[config.mk]
export PLATFORM = sky130hd
export DESIGN_NAME = score_display_flat
export DESIGN_NICKNAME = d
export VERILOG_FILES = /design/src/rtl/score_display_if.sv /design/src/rtl/score_display.sv /design/src/flat_wrapper.sv
export SDC_FILE = /design/constraint.sdc
export NUM_CORES = 1
export LEC_CHECK = 0
export ABC_AREA = 1
export CAP_MARGIN = 20
export CORE_ASPECT_RATIO = 0.9
export CORE_MARGIN = 8
export CORE_UTILIZATION = 35
export DETAILED_ROUTE_END_ITERATION = 16
export MAX_ROUTING_LAYER = met4
export PLACE_DENSITY_LB_ADDON = 0.25
export RECOVER_POWER = 50
export SYNTH_ARGS = -nofsm -noshare
export SYNTH_HDL_FRONTEND = slang
export SYNTH_SLANG_ARGS = --single-unit
[constraint.sdc]
create_clock -name clk -period 2.3 [get_ports clk]
set_input_delay 0.46 -clock clk [delete_from_list [all_inputs] [get_ports clk]]
set_output_delay 0.46 -clock clk [all_outputs]
set_load 0.02 [all_outputs]
[src/rtl/score_display_if.sv]
// Point inputs from the game state machine and the seven-segment / game-status outputs.
// master = game side driving points and newGame, slave = score_display.
interface score_display_if;
  logic       player1score;
  logic       player2score;
  logic       newGame;
  logic [3:0] sevenSegmentDigit;
  logic [6:0] sevenSegmentData;
  logic       gameOver;
  logic       winner;

  modport master (
    output player1score, player2score, newGame,
    input  sevenSegmentDigit, sevenSegmentData, gameOver, winner
  );

  modport slave (
    input  player1score, player2score, newGame,
    output sevenSegmentDigit, sevenSegmentData, gameOver, winner
  );
endinterface

[src/rtl/score_display.sv]
// Two-player BCD scorekeeper with win detection, scanned onto a 4-digit seven-segment display.
// Latency: score +1 one edge after a point edge, gameOver one edge later, glyph one edge after score.
// No backpressure; SCORE_LEADING_ZERO_BLANK_EN blanks a tens digit of 0.
module score_display #(
  parameter int REFRESH_DIV = 50000,
  parameter int WIN_SCORE   = 11
) (
  input logic          clk,
  input logic          rst,
  score_display_if.slave bus
);

  localparam int             CW      = (REFRESH_DIV > 1) ? $clog2(REFRESH_DIV) : 1;
  localparam logic [CW-1:0]  TERM    = CW'(REFRESH_DIV - 1);
  localparam logic [7:0]     WIN_BCD = {4'(WIN_SCORE / 10), 4'(WIN_SCORE % 10)};
`ifdef SCORE_LEADING_ZERO_BLANK_EN
  localparam bit BLANK_ZERO = 1'b1;
`else
  localparam bit BLANK_ZERO = 1'b0;
`endif

  logic [7:0]    p1Score, p2Score;   // {tens, ones}
  logic          p1Prev, p2Prev;
  logic [CW-1:0] refreshCnt;
  logic [1:0]    digitIdx;
  logic [3:0]    digitReg;
  logic [6:0]    segReg;
  logic          gameOverReg, winnerReg;

  logic          p1Edge, p2Edge, p1Hit, p2Hit;
  logic [1:0]    idxNext;
  logic [3:0]    digitVal, digNext;
  logic          isTens;
  logic [6:0]    segNext;

  function automatic logic [7:0] bcdInc(input logic [7:0] s);
    logic [7:0] r;
    if (s == 8'h99)             r = s;
    else if (s[3:0] == 4'd9)    r = {s[7:4] + 4'd1, 4'd0};
    else                        r = {s[7:4], s[3:0] + 4'd1};
    return r;
  endfunction

  function automatic logic [6:0] decode(input logic [3:0] d);
    logic [6:0] g;
    case (d)
      4'd0:    g = 7'b1000000;
      4'd1:    g = 7'b1111001;
      4'd2:    g = 7'b0100100;
      4'd3:    g = 7'b0110000;
      4'd4:    g = 7'b0011001;
      4'd5:    g = 7'b0010010;
      4'd6:    g = 7'b0000010;
      4'd7:    g = 7'b1111000;
      4'd8:    g = 7'b0000000;
      4'd9:    g = 7'b0010000;
      default: g = 7'b1111111;
    endcase
    return g;
  endfunction

  assign p1Edge = bus.player1score & ~p1Prev;
  assign p2Edge = bus.player2score & ~p2Prev;
  assign p1Hit  = (p1Score == WIN_BCD);
  assign p2Hit  = (p2Score == WIN_BCD);

  // Enable and glyph are computed for the index the scan is about to enter so both land together.
  always_comb begin
    idxNext  = digitIdx;
    if (refreshCnt == TERM) idxNext = digitIdx + 2'd1;
    digitVal = p2Score[3:0];
    isTens   = 1'b0;
    digNext  = 4'b1110;
    case (idxNext)
      2'd0: begin digitVal = p2Score[3:0]; isTens = 1'b0; digNext = 4'b1110; end
      2'd1: begin digitVal = p2Score[7:4]; isTens = 1'b1; digNext = 4'b1101; end
      2'd2: begin digitVal = p1Score[3:0]; isTens = 1'b0; digNext = 4'b1011; end
      2'd3: begin digitVal = p1Score[7:4]; isTens = 1'b1; digNext = 4'b0111; end
    endcase
    segNext = decode(digitVal);
    if (BLANK_ZERO && isTens && digitVal == 4'd0) segNext = 7'b1111111;
  end

  always_ff @(posedge clk) begin
    if (rst) begin
      p1Score     <= 8'h00;
      p2Score     <= 8'h00;
      p1Prev      <= 1'b0;
      p2Prev      <= 1'b0;
      refreshCnt  <= '0;
      digitIdx    <= 2'd0;
      digitReg    <= 4'b1110;
      segReg      <= 7'b1000000;
      gameOverReg <= 1'b0;
      winnerReg   <= 1'b0;
    end else begin
      p1Prev     <= bus.player1score;
      p2Prev     <= bus.player2score;
      refreshCnt <= (refreshCnt == TERM) ? '0 : refreshCnt + CW'(1);
      digitIdx   <= idxNext;
      digitReg   <= digNext;
      segReg     <= segNext;
      if (bus.newGame) begin
        p1Score     <= 8'h00;
        p2Score     <= 8'h00;
        gameOverReg <= 1'b0;
        winnerReg   <= 1'b0;
      end else if (!gameOverReg) begin
        if (p1Edge) p1Score <= bcdInc(p1Score);
        if (p2Edge) p2Score <= bcdInc(p2Score);
        // Player 1 takes priority when both hit the winning score together.
        if (p1Hit || p2Hit) begin
          gameOverReg <= 1'b1;
          winnerReg   <= ~p1Hit;
        end
      end
    end
  end

  assign bus.sevenSegmentDigit = digitReg;
  assign bus.sevenSegmentData  = segReg;
  assign bus.gameOver          = gameOverReg;
  assign bus.winner            = winnerReg;

endmodule

[src/flat_wrapper.sv]
// flat-port wrapper written by rule: the top's interface ports become plain ports
module score_display_flat 
#(
  parameter int REFRESH_DIV = 50000,
  parameter int WIN_SCORE   = 11
)
  (clk, rst, bus_player1score, bus_player2score, bus_newGame, bus_sevenSegmentDigit, bus_sevenSegmentData, bus_gameOver, bus_winner);
  score_display_if bus_i ();
  input logic clk;
  input logic rst;
  input wire logic [$bits(bus_i.player1score)-1:0] bus_player1score;
  input wire logic [$bits(bus_i.player2score)-1:0] bus_player2score;
  input wire logic [$bits(bus_i.newGame)-1:0] bus_newGame;
  output wire logic [$bits(bus_i.sevenSegmentDigit)-1:0] bus_sevenSegmentDigit;
  output wire logic [$bits(bus_i.sevenSegmentData)-1:0] bus_sevenSegmentData;
  output wire logic [$bits(bus_i.gameOver)-1:0] bus_gameOver;
  output wire logic [$bits(bus_i.winner)-1:0] bus_winner;
  assign bus_i.player1score = bus_player1score;
  assign bus_i.player2score = bus_player2score;
  assign bus_i.newGame = bus_newGame;
  assign bus_sevenSegmentDigit = bus_i.sevenSegmentDigit;
  assign bus_sevenSegmentData = bus_i.sevenSegmentData;
  assign bus_gameOver = bus_i.gameOver;
  assign bus_winner = bus_i.winner;
  score_display #(.REFRESH_DIV(REFRESH_DIV), .WIN_SCORE(WIN_SCORE)) u_core (.clk(clk), .rst(rst), .bus(bus_i));
endmodule
==> run metrics <==
status=finished, final reports clean; Final Routed Wirelength=5070 µm; Placer Congestion=0.818; # IOs=18; GRT Total Usage=10.9%; die area=10,000 µm²; core area=6970 µm²; GRT overflow=0; unrepaired setup endpoints after global routing=false; Slew @ Worst Pin=0.478 ns; max incr delay on CP=0.37 ns; syn_area_per_cell=7.49 µm²; fill count=717; FF+latch area=995 µm²; crit start category=flip-flop; worst min-delay path startpoint=u_core.refreshCnt[0]; post-synthesis sequential area ratio=39.6%; Leak Pwr=1.20 nW; EDFF count, synth=0; Worst setup EP type=flip-flop; I/O Buffers=17; cells after synthesis=331; Pins Over Slew Limit=0; antenna violations before repair=0; die span in x=105 µm; Vias=2,117; CTS sink cnt=49; sw frac=21.1%; Root Buffer=clkbuf_8; Final Net Count=374; Clk pwr share=40.0%; Residual DRC=0; H-tree Lvls=2; layout cells sized above 1=15.5%; Mapped Area=2480 µm²; Internal=1.25 mW; final worst clock skew=0.00573 ns; Tmin final=2.16 ns; worst ir drop on vdd=0.292 mV; number of antenna diodes=0; Fin Hold WS=0.447 ns; Num CTS Buffers=5; # Max-Cap Violations=0; total buffers and inverters traversed by the critical path=1; Yosys warning count=0; CP Launch Point=u_core.refreshCnt[0]; vias in the first global route=1,990; Main synth FF type=dfxtp_1; FMAX=0.463 GHz; synthesized flop and latch total=49; critical path's top delay family=simple AND/OR/NAND/NOR gates; First DRT Iteration DRCs=67; DP Wirelength=3870 µm; Setup CP Type=reg -> reg; multi-input logic area=1330 µm²; commonest cells after routing, fill and taps aside=inv_1, nand2_1, nor2_1; Max Root-Sink Buffers=2; commonest non-fill, non-tap cell in the layout=inv_1; synthesis-to-layout area growth=20.6%; CP Cell Sequence=ha_4, nand3_4, nor2_8, nand2_4, nand2_8, nand2_8, nand3_2, nand3_2, nor2_4, inv_1, ha_1, or2_0, a21oi_1; # rows=29; Worst-Skew Late Latency=0.29 ns; Initial Utilization=35.6%; crit path DAT=2.38 ns; Synth cell types=41; CP Data Required Time=2.52 ns; drt via density=4.65; Syn Nets=344; Tcrit/Tclk final=93.9%; Psw=0.333 mW; Hold WC Path Type=reg -> reg; crit-path max FO=9; DRT Pass-1 Iters=4; Max stage delay cell, worst path=dfxtp_4; first-pass GRT wire length=8850 µm; setup TNS=0 ns; hold buffer count at CTS=0; PD cells=528 nW/µm²; Rel. slew slack=67.7%; CTS tree=yes; largest net degree at the start of global routing=15; Comb power frac=5.0%; asr flop ratio synth=0%; Critical R2R Launch=u_core.refreshCnt[0]; Fin. Hold Viols=0; Avg WL per Cell=11.1 µm; Routed Antenna Nets=0; setup violators final=0; clk slew on worst S/H paths=0.08 ns; power share of the sequential group=55.0%; Vert. Die Dim=95.9 µm
power by group through the flow:
stage,clock (mW),sequential (mW),combinational [mW]
after floorplan,0,0.887,0.0472
after global placement,0,0.886,0.0799
after detailed placement,0,0.886,0.0804
after CTS,0.658,0.867,0.0816
after global routing,0.698,0.870,0.0904
final,0.631,0.868,0.0792
path summary, 6_finish.rpt:
kind	endpoint	slack, ns	depth (start not counted)
hold reg to reg	u_core.refreshCnt[0]	0.45	1
setup / recovery	u_core.bus.sevenSegmentData[1]	0.14	13
hold / removal	u_core.refreshCnt[0]	0.45	1
setup reg to reg	u_core.bus.sevenSegmentData[1]	0.14	13
registers in the layout (all words and copies together), names as in the netlist:
| name | count |
|---|---|
| u_core.bus.sevenSegmentDigit | 4 |
| u_core.bus.sevenSegmentData | 7 |
| u_core.bus.gameOver | 1 |
| u_core.p1Score | 8 |
| u_core.bus.winner | 1 |
| u_core.p2Prev | 1 |
| u_core.p1Prev | 1 |
| u_core.digitIdx | 2 |
| u_core.refreshCnt | 16 |
| u_core.p2Score | 8 |
area by class of cell:
class / instances / share of cell area, %
Sequential cell: 49 / 33.3
Multi-Input combinational cell: 226 / 44.5
Clock buffer: 7 / 2.89
Tap cell: 93 / 3.89
Timing Repair Buffer: 28 / 8.08
Clock inverter: 1 / 1.00
Inverter: 51 / 6.40
layer usage:
| metal | wire (µm) | track usage, % | up-vias |
|---|---|---|---|
| li1 | - | - | 1144 |
| met1 | 2650 | 14.4 | 940 |
| met2 | 2190 | 15.9 | 31 |
| met3 | 190 | 3.01 | 2 |
| met4 | 35 | 2.85 | 0 |
| met5 | 0 | - | - |
through the flow:
stage	worst slack, ns	instance area (µm²)	cells	util, %	total power, mW
floorplan	0.112	2480	331	-	0.935
global placement	0.0436	2800	444	40.2	0.966
detailed placement	-0.0476	2800	444	40.2	0.967
CTS	0.0195	2930	452	42.1	1.61
global route	0.000505	2990	455	42.9	1.66
finish	0.141	2990	455	42.9	1.58
cell usage after synthesis, drive strengths merged, types with 2 or more instances:
| cell | number | area, µm² |
|---|---|---|
| clkbuf | 4 | 16.3 |
| nor3b | 4 | 30.0 |
| o41ai | 2 | 25.0 |
| nor2 | 52 | 239 |
| nand3b | 2 | 15.0 |
| nand3 | 27 | 178 |
| o211ai | 2 | 15.0 |
| xor2 | 3 | 26.3 |
| o21ai | 14 | 77.6 |
| nand2 | 57 | 244 |
| nor3 | 12 | 65.1 |
| o32ai | 2 | 17.5 |
| a21oi | 21 | 105 |
| inv | 51 | 191 |
| a211oi | 2 | 15.0 |
| nand4 | 9 | 62.6 |
| dfxtp | 49 | 981 |
| or2 | 2 | 12.5 |
| o21a | 2 | 15.0 |
| ha | 8 | 100 |
what timing repair did:
item / in CTS / in global routing
gates resized for setup: 3 / 18
endpoints found under the setup margin: 2 / 7
pin swaps: 0 / 6
buffers inserted: 0 / 3
cells by family (layout without fill, tap and decap cells):
kind of cell               Yosys count  in the layout  share of synthesized area, %
xor gates and xnor gates             4              4                          1.41
adders and majority gates            8              8                          4.04
DFF                                 49             49                          39.6
buffers and inverters               56             87                          8.83
AOI/OAI and AO/OA                   48             48                          11.8
and+or+nand+nor                    166            166                          34.4
worst reg2reg max path, stage by stage (launching register included):
cell and delay [ns]:
dfxtp_4 0.37, ha_4 0.16, nand3_4 0.11, nor2_8 0.14, nand2_4 0.09, nand2_8 0.11, nand2_8 0.07, nand3_2 0.08
nand3_2 0.08, nor2_4 0.15, inv_1 0.09, ha_1 0.29, or2_0 0.22, a21oi_1 0.13
Note: power is estimated with default switching activity, not from simulation.
